===== src/rtl/alu8_core.sv =====
// Registered 8-bit ALU: 16 opcodes, one-cycle latency with a valid strobe.
// Define ALU8_FLAGS_EN to add registered zero/neg status outputs.
module alu8_core #(
   parameter int WIDTH = 8
) (
   input  logic             clk,
   input  logic             rst,
   input  logic             in_valid,
   input  logic [WIDTH-1:0] A,
   input  logic [WIDTH-1:0] B,
   input  logic [3:0]       sel,
   output logic [WIDTH-1:0] out,
   output logic             Cout,
   output logic             out_valid
`ifdef ALU8_FLAGS_EN
   ,
   output logic             zero,
   output logic             neg
`endif
);

   typedef enum logic [3:0] {
      OP_ADD  = 4'h0, OP_SUB  = 4'h1, OP_MUL  = 4'h2, OP_DIV = 4'h3,
      OP_SHL  = 4'h4, OP_SHR  = 4'h5, OP_ROL  = 4'h6, OP_ROR = 4'h7,
      OP_AND  = 4'h8, OP_OR   = 4'h9, OP_XOR  = 4'hA, OP_NOR = 4'hB,
      OP_NAND = 4'hC, OP_XNOR = 4'hD, OP_GT   = 4'hE, OP_EQ  = 4'hF
   } op_e;

   logic [WIDTH:0]     sum;
   logic [WIDTH:0]     diff;
   logic [2*WIDTH-1:0] prod;
   logic [WIDTH-1:0]   res;
   logic               res_c;

   assign sum  = {1'b0, A} + {1'b0, B};
   assign diff = {1'b0, A} - {1'b0, B};   // bit WIDTH is the borrow, i.e. A < B
   assign prod = {{WIDTH{1'b0}}, A} * {{WIDTH{1'b0}}, B};

   // NOTE: defaults first so every path assigns res/res_c and no latch is inferred.
   always_comb begin
      res   = '0;
      res_c = 1'b0;
      case (op_e'(sel))
         OP_ADD:  begin res = sum[WIDTH-1:0];  res_c = sum[WIDTH];  end
         OP_SUB:  begin res = diff[WIDTH-1:0]; res_c = diff[WIDTH]; end
         OP_MUL:  begin res = prod[WIDTH-1:0]; res_c = |prod[2*WIDTH-1:WIDTH]; end
         OP_DIV: begin
            if (B == '0) begin
               res   = '1;
               res_c = 1'b1;
            end else begin
               res = A / B;
            end
         end
         OP_SHL:  begin res = {A[WIDTH-2:0], 1'b0}; res_c = A[WIDTH-1]; end
         OP_SHR:  begin res = {1'b0, A[WIDTH-1:1]}; res_c = A[0];       end
         OP_ROL:  res = {A[WIDTH-2:0], A[WIDTH-1]};
         OP_ROR:  res = {A[0], A[WIDTH-1:1]};
         OP_AND:  res = A & B;
         OP_OR:   res = A | B;
         OP_XOR:  res = A ^ B;
         OP_NOR:  res = ~(A | B);
         OP_NAND: res = ~(A & B);
         OP_XNOR: res = ~(A ^ B);
         OP_GT:   res = WIDTH'(A > B);
         OP_EQ:   res = WIDTH'(A == B);
      endcase
   end

   // NOTE: state registers use non-blocking assignments so all outputs update together at the edge.
   always_ff @(posedge clk) begin
      if (rst) begin
         out       <= '0;
         Cout      <= 1'b0;
         out_valid <= 1'b0;
`ifdef ALU8_FLAGS_EN
         zero      <= 1'b0;
         neg       <= 1'b0;
`endif
      end else begin
         out_valid <= in_valid;
         if (in_valid) begin
            out  <= res;
            Cout <= res_c;
`ifdef ALU8_FLAGS_EN
            zero <= (res == '0);
            neg  <= res[WIDTH-1];
`endif
         end
      end
   end

endmodule


===== config.mk =====
export PLATFORM = sky130hd
export DESIGN_NAME = alu8_core
export DESIGN_NICKNAME = d
export VERILOG_FILES = /design/src/rtl/alu8_core.sv
export SDC_FILE = /design/constraint.sdc
export NUM_CORES = 1
export LEC_CHECK = 0
export ABC_AREA = 0
export BUFFER_PORTS_ARGS = -buffer_cell sky130_fd_sc_hd__buf_2
export CORE_MARGIN = 1.5
export CORE_UTILIZATION = 55
export CTS_CLUSTER_SIZE = 10
export DETAILED_ROUTE_END_ITERATION = 8
export GPL_TIMING_DRIVEN = 0
export PLACE_DENSITY = 0.78
export REMOVE_ABC_BUFFERS = 1
export SYNTH_ARGS = -nofsm -noshare
export SYNTH_HDL_FRONTEND = slang
export SYNTH_SLANG_ARGS = --single-unit

===== constraint.sdc =====
create_clock -name clk -period 30.4 [get_ports clk]
set_input_delay 3.04 -clock clk [delete_from_list [all_inputs] [get_ports clk]]
set_output_delay 3.04 -clock clk [all_outputs]
set_load 0.02 [all_outputs]

==> run metrics, run 1 <==
Clock Pin Slew Worst Setup and Hold Paths 0.07 ns; largest net degree at the start of global routing 34; initial DRC count 516; Yosys Warn Count 0; Post-synth top cells ha_1 (99), nor2_1 (94), inv_1 (90); Clock Tree Buf Depth 2; area grow syn2layout 5.159%; post-synthesis sequential area ratio 3.589%; VDD IR max 0.02994 mV; Setup crit end kind register; final WL 18420 um; core area 9819 um^2; Adder-Cell Fraction of Synth Area 35.85%; # diodes 0; ranking of synthesized cells by area ha_1 (22%), fa_1 (14%), nor2_1 (6.3%); CTS Hold Bufs 0; asr flop ratio synth 0%; DRT Pass-1 Iters 6; R2R depth 5; internal cell power 99.15 uW; largest family of logic cells by synthesized area adder cells; Filler cells 982; worst flop-to-flop path startpoint Cout; residual DRC count 0; CTS root buf clkbuf_8; I/O Pins 33; GRT Total Usage 34.59%; Die ar. 10750 um^2; Hold WC Path Type reg -> reg; number of distinct library cells after synthesis 74; period utilization 50.63%; port bufs 32; power per cell area 36.91 nW/um^2; syn_area_per_cell 7.477 um^2; layout cells sized above 1 7.246%; startpoint types input pin; post-synthesis mux area share 3.813%; dpl cells 888; post-route non-filler standard cell count 892; nets 920; Sw Pwr 117.4 uW; via count of the routed design 5895; row count 36; post-layout util 59.74%; Final Critical Period 15.39 ns; Hold Crit Depth 2; final setup TNS 0 ns; crit path max fanout 11; latest clock arrival within the worst-skew pair 0.25 ns; per-cell routed wire length 20.65 um; first-pass GRT wire length 29840 um; Setup Viol. Count Final 0; WS Path Type in -> reg; Slew headroom 19.40%; status finished, final reports clean; Comb power frac 84.5%; worst-case clock skew 0 ns; count leader, synth ha_1; post-synthesis simple-gate area fraction 20.26%; Post-CTS Setup Inserts 0; CP arrival 15.50 ns; Sw Share 54.21%; initial antenna violation count 0; Die Wd 103.7 um; final hold violation count 0; CTS tree yes; post-DP HPWL 14400 um; routed vias/inst 6.609; Synth area leader ha_1; vias in the first global route 5837; post_cts resized 0; H-tree depth 1; mapped cell area 5578 um^2; fmax 0.06497 GHz; Compound-Gate Fraction of Synth Area 25.17%; Sink Count 10; Num CTS Buffers 3; most used cell, CP o21a_1; sequential share of power 6.7%; worst path required time 30.51 ns; Initial Util 56.80%; measured slew at the worst slew-check pin 1.198 ns; number of max-cap violations 0; Post-Syn Instances 746; P_leak 0.002821 uW; Final ANT Viol Nets 0; hold path start out[4]; xor/xnor share of the synthesized area 3.454%; clock share of power 8.8%; Crit. Startpoint B[6]; prevailing post-synth register cell dfxtp_1; Post-synth EDFFs 0; max incr delay on CP 0.85 ns; RSZ-0062 raised after global routing false; Synth Register Bits 10; Die Ht 103.7 um; CP max stage cell a41oi_1; Final Wtd Congestion 1.005; grt ovf 0; share of the synthesized area in the top cell type 22.21%; Slew Limit Fails 0
-- flip-flops by register name, indices dropped and copies added, names as in the netlist --
| register | count |
|---|---|
| out | 8 |
| Cout | 1 |
| out_valid | 1 |
-- layout by cell type (no fill, tap or decap), drive strengths merged, types with 3 or more instances in the layout --
cell,instances
o21a,15
o211ai,7
nor2b,8
buf,32
dfxtp,10
nor3,28
mux2,7
clkbuf,4
nor2,94
nand4,4
nand3,6
o22ai,8
or4,4
o21bai,7
inv,90
a211oi,8
o2111ai,4
ha,99
a32o,7
xor2,12
a21oi,40
nand2,53
fa,38
a2bb2oi,3
o221ai,3
a21boi,4
o21ai,38
mux2i,13
a32oi,4
and3,3
or2,6
or3,6
nand2b,9
xnor2,10
nor4,6
a22oi,6
a21o,8
a221oi,8
a31oi,11
-- final timing paths --
path / to / slack (ns)
worst min register to register: out[4] / 0.46
worst max-delay path: out[0] / 15.01
worst max register to register: Cout / 29.04
worst min-delay path: out[4] / 0.46
-- power groups by stage --
stage | Combinational [uW] | Sequential [uW] | Clock, uW
after floorplan | 132 | 16.1 | 0
after global placement | 171 | 14.8 | 0
after detailed placement | 178 | 14.9 | 0
after CTS | 180 | 14.6 | 19.2
after global routing | 205 | 14.7 | 19.6
final | 183 | 14.6 | 19.0
-- per-stage QoR --
step,cell area [um^2],total power [uW],hold slack (ns),setup slack [ns]
after floorplan,5484,147.7,0.5298,17.29
after global placement,5811,185.5,0.4408,15.56
after detailed placement,5811,192.5,0.4542,15.08
after CTS,5866,213.6,0.4685,15.30
after global routing,5866,239.1,0.4766,14.32
final,5866,216.5,0.4588,15.01
-- critical path: cells and delay by family --
family          cells  cell delay, ns
compound gates     24            6.26
fa+ha+maj           7            2.18
buf+inv             2            0.37
mux                 4            1.48
simple gates        7            2.17
-- layout make-up --
| type | instances | area (um^2) | area share, % |
|---|---|---|---|
| multi-input combinational | 621 | 4938 | 84.19 |
| inverter | 92 | 345.3 | 5.887 |
| sequential | 10 | 200.2 | 3.413 |
| tap | 133 | 166.4 | 2.837 |
| timing repair buffer | 32 | 160.2 | 2.730 |
| clock buffer | 4 | 55.05 | 0.9386 |
-- cells by family (layout without fill, tap and decap cells) --
group	after synthesis	after routing
AOI/OAI and AO/OA	203	203
xor gates and xnor gates	22	22
adders and majority gates	137	137
buffers and inverters	115	128
DFF	10	10
muxes	20	20
and+or+nand+nor	239	239
-- metal layers --
metal  vias up  wire length [um]  global-route usage (%)
met5         -                 0                       0
met4         0               937                   16.47
met3        75              1654                   4.657
met2       346              8187                   56.14
met1      2777              7640                   45.38
li1       2697                 -                       -
No activity file was read; power rests on OpenSTA's default activity.
==> run 2: changes to the inputs <==
--- a/config.mk
+++ b/config.mk
@@ -12,7 +12,7 @@
 export CTS_CLUSTER_SIZE = 10
 export DETAILED_ROUTE_END_ITERATION = 8
 export GPL_TIMING_DRIVEN = 0
-export PLACE_DENSITY = 0.78
+export PLACE_DENSITY = 0.81
 export REMOVE_ABC_BUFFERS = 1
 export SYNTH_ARGS = -nofsm -noshare
 export SYNTH_HDL_FRONTEND = slang
==> constraint.sdc (replaced) <==
create_clock -name clk -period 13.5 [get_ports clk]
set_input_delay 1.35 -clock clk [delete_from_list [all_inputs] [get_ports clk]]
set_output_delay 1.35 -clock clk [all_outputs]
set_load 0.02 [all_outputs]
==> run 2 against run 1 <==
Sequential power rose by 130%. Clock power rose by 120%. Via count fell by 0.34%. Non-clock buffer count did not move. Core utilization rose by 0.19 points. Sequential cell count did not move. Cell count did not move. Clock-buffer cell count did not move. Critical path depth rose by 1. Routed wire length rose by 0.80%. Design area rose by 0.32%.
==> run metrics, run 2 (synthesis results as in run 1) <==
status finished, final reports clean; grt ovf 0; RSZ-0062 raised after global routing false; routed vias/inst 6.586; Initial Util 56.80%; post-DP HPWL 14370 um; Die ar. 10750 um^2; Post-CTS Setup Inserts 0; GRT Total Usage 34.75%; Clock Pin Slew Worst Setup and Hold Paths 0.06 ns; Setup WS post-layout 0.7017 ns; nets 920; Die Wd 103.7 um; CTS tree yes; commonest non-fill, non-tap cell in the layout ha_1; fmax 0.07814 GHz; vias in the first global route 5904; row count 36; Num CTS Buffers 3; residual DRC count 0; placed instance area 5811 um^2; final setup TNS 0 ns; Sink Count 10; I/O Pins 33; design area 5884 um^2; total power 489.4 uW; Filler cells 966; Top Registers out (8), Cout (1), out_valid (1); WS Path Type in -> reg; Slew headroom 20.40%; post-route non-filler standard cell count 892; crit path max fanout 12; core area 9819 um^2; Biggest register out; commonest non-fill, non-tap cells in the layout ha_1 (99), nor2_1 (94), inv_1 (90), nand2_1 (53), a21oi_1 (40); max FFs per register 8; largest net degree at the start of global routing 34; initial antenna violation count 0; final WL 18570 um; Crit. Startpoint B[0]; CP max stage cell a21oi_1; Final Wtd Congestion 0.9996; post_cts resized 0; # diodes 0; Clock Tree Buf Depth 2; DRT Pass-1 Iters 5; Setup Viol. Count Final 0; per-cell routed wire length 20.81 um; Final Critical Period 12.80 ns; initial DRC count 516; worst flop-to-flop path startpoint out[7]; Die Ht 103.7 um; startpoint types input pin; dpl ws 0.09567 ns; H-tree depth 1; layout cells sized above 1 7.378%; Hold Crit Depth 1; Final ANT Viol Nets 0; CTS root buf clkbuf_8; first-pass GRT wire length 30140 um; via count of the routed design 5875; VDD IR max 0.07561 mV; worst-case clock skew 0 ns; Setup crit end kind register; R2R depth 6; Hold WC Path Type reg -> reg; latest clock arrival within the worst-skew pair 0.25 ns; dpl cells 888; port bufs 32; power per cell area 83.17 nW/um^2; number of max-cap violations 0; P_leak 0.002823 uW; CTS Hold Bufs 0; measured slew at the worst slew-check pin 1.183 ns; hold path start out[1]; CP arrival 12.91 ns; Slew Limit Fails 0; period utilization 94.80%; max incr delay on CP 0.50 ns; worst path required time 13.61 ns; final hold violation count 0; area grow syn2layout 5.496%
run 2: cell types whose count changed in the layout (fill, tap and decap cells not counted):
| cell | delta |
|---|---|
| o21ai_0 | -1 |
| a41oi_1 | -1 |
| a41oi_4 | +1 |
| o21ai_1 | +1 |
run 2: per-stage QoR:
step	utilization (%)	hold WS (ns)
finish	59.93	0.4688
detailed placement	59.17	0.4532
global placement	59.17	0.4474
CTS	59.74	0.4673
floorplan	-	0.5298
global route	59.93	0.4941
run 2: layer usage:
layer  vias up  global-route usage [%]  wire length, um
met4         0                   15.77              801
met1      2755                   45.49             7612
met5         -                       0                0
li1       2708                       -                -
met3        67                   3.902             1697
met2       345                   57.52             8454
run 2: cell type report:
| cell class | instances | area [um^2] | area share [%] |
|---|---|---|---|
| Clock buffer | 4 | 55.05 | 0.9356 |
| Inverter | 92 | 345.3 | 5.869 |
| Multi-Input combinational cell | 621 | 4957 | 84.24 |
| Sequential cell | 10 | 200.2 | 3.402 |
| Tap cell | 133 | 166.4 | 2.828 |
| Timing Repair Buffer | 32 | 160.2 | 2.722 |
run 2: worst max-delay path, delay by kind of cell:
family	cells	cell delay [ns]
AO/OA/AOI/OAI	25	5.72
adder cells (fa/ha/maj)	8	2.50
buffers and inverters	3	0.79
AND/OR/NAND/NOR	5	1.15
multiplexers	4	1.37
run 2: path summary, 6_finish.rpt:
check	to	slack, ns
worst max-delay path	out[0]	0.70
worst min-delay path	out[1]	0.47
worst max register to register	out[7]	12.14
worst min register to register	out[1]	0.47
run 2: report_power, final:
| group | internal, uW | leakage (uW) | switching, uW |
|---|---|---|---|
| Sequential | 31.8 | 0.0000822 | 1.11 |
| Combinational | 167 | 0.00271 | 248 |
| Clock | 25.8 | 0.0000288 | 16.3 |
| Total | 224 | 0.00282 | 265 |
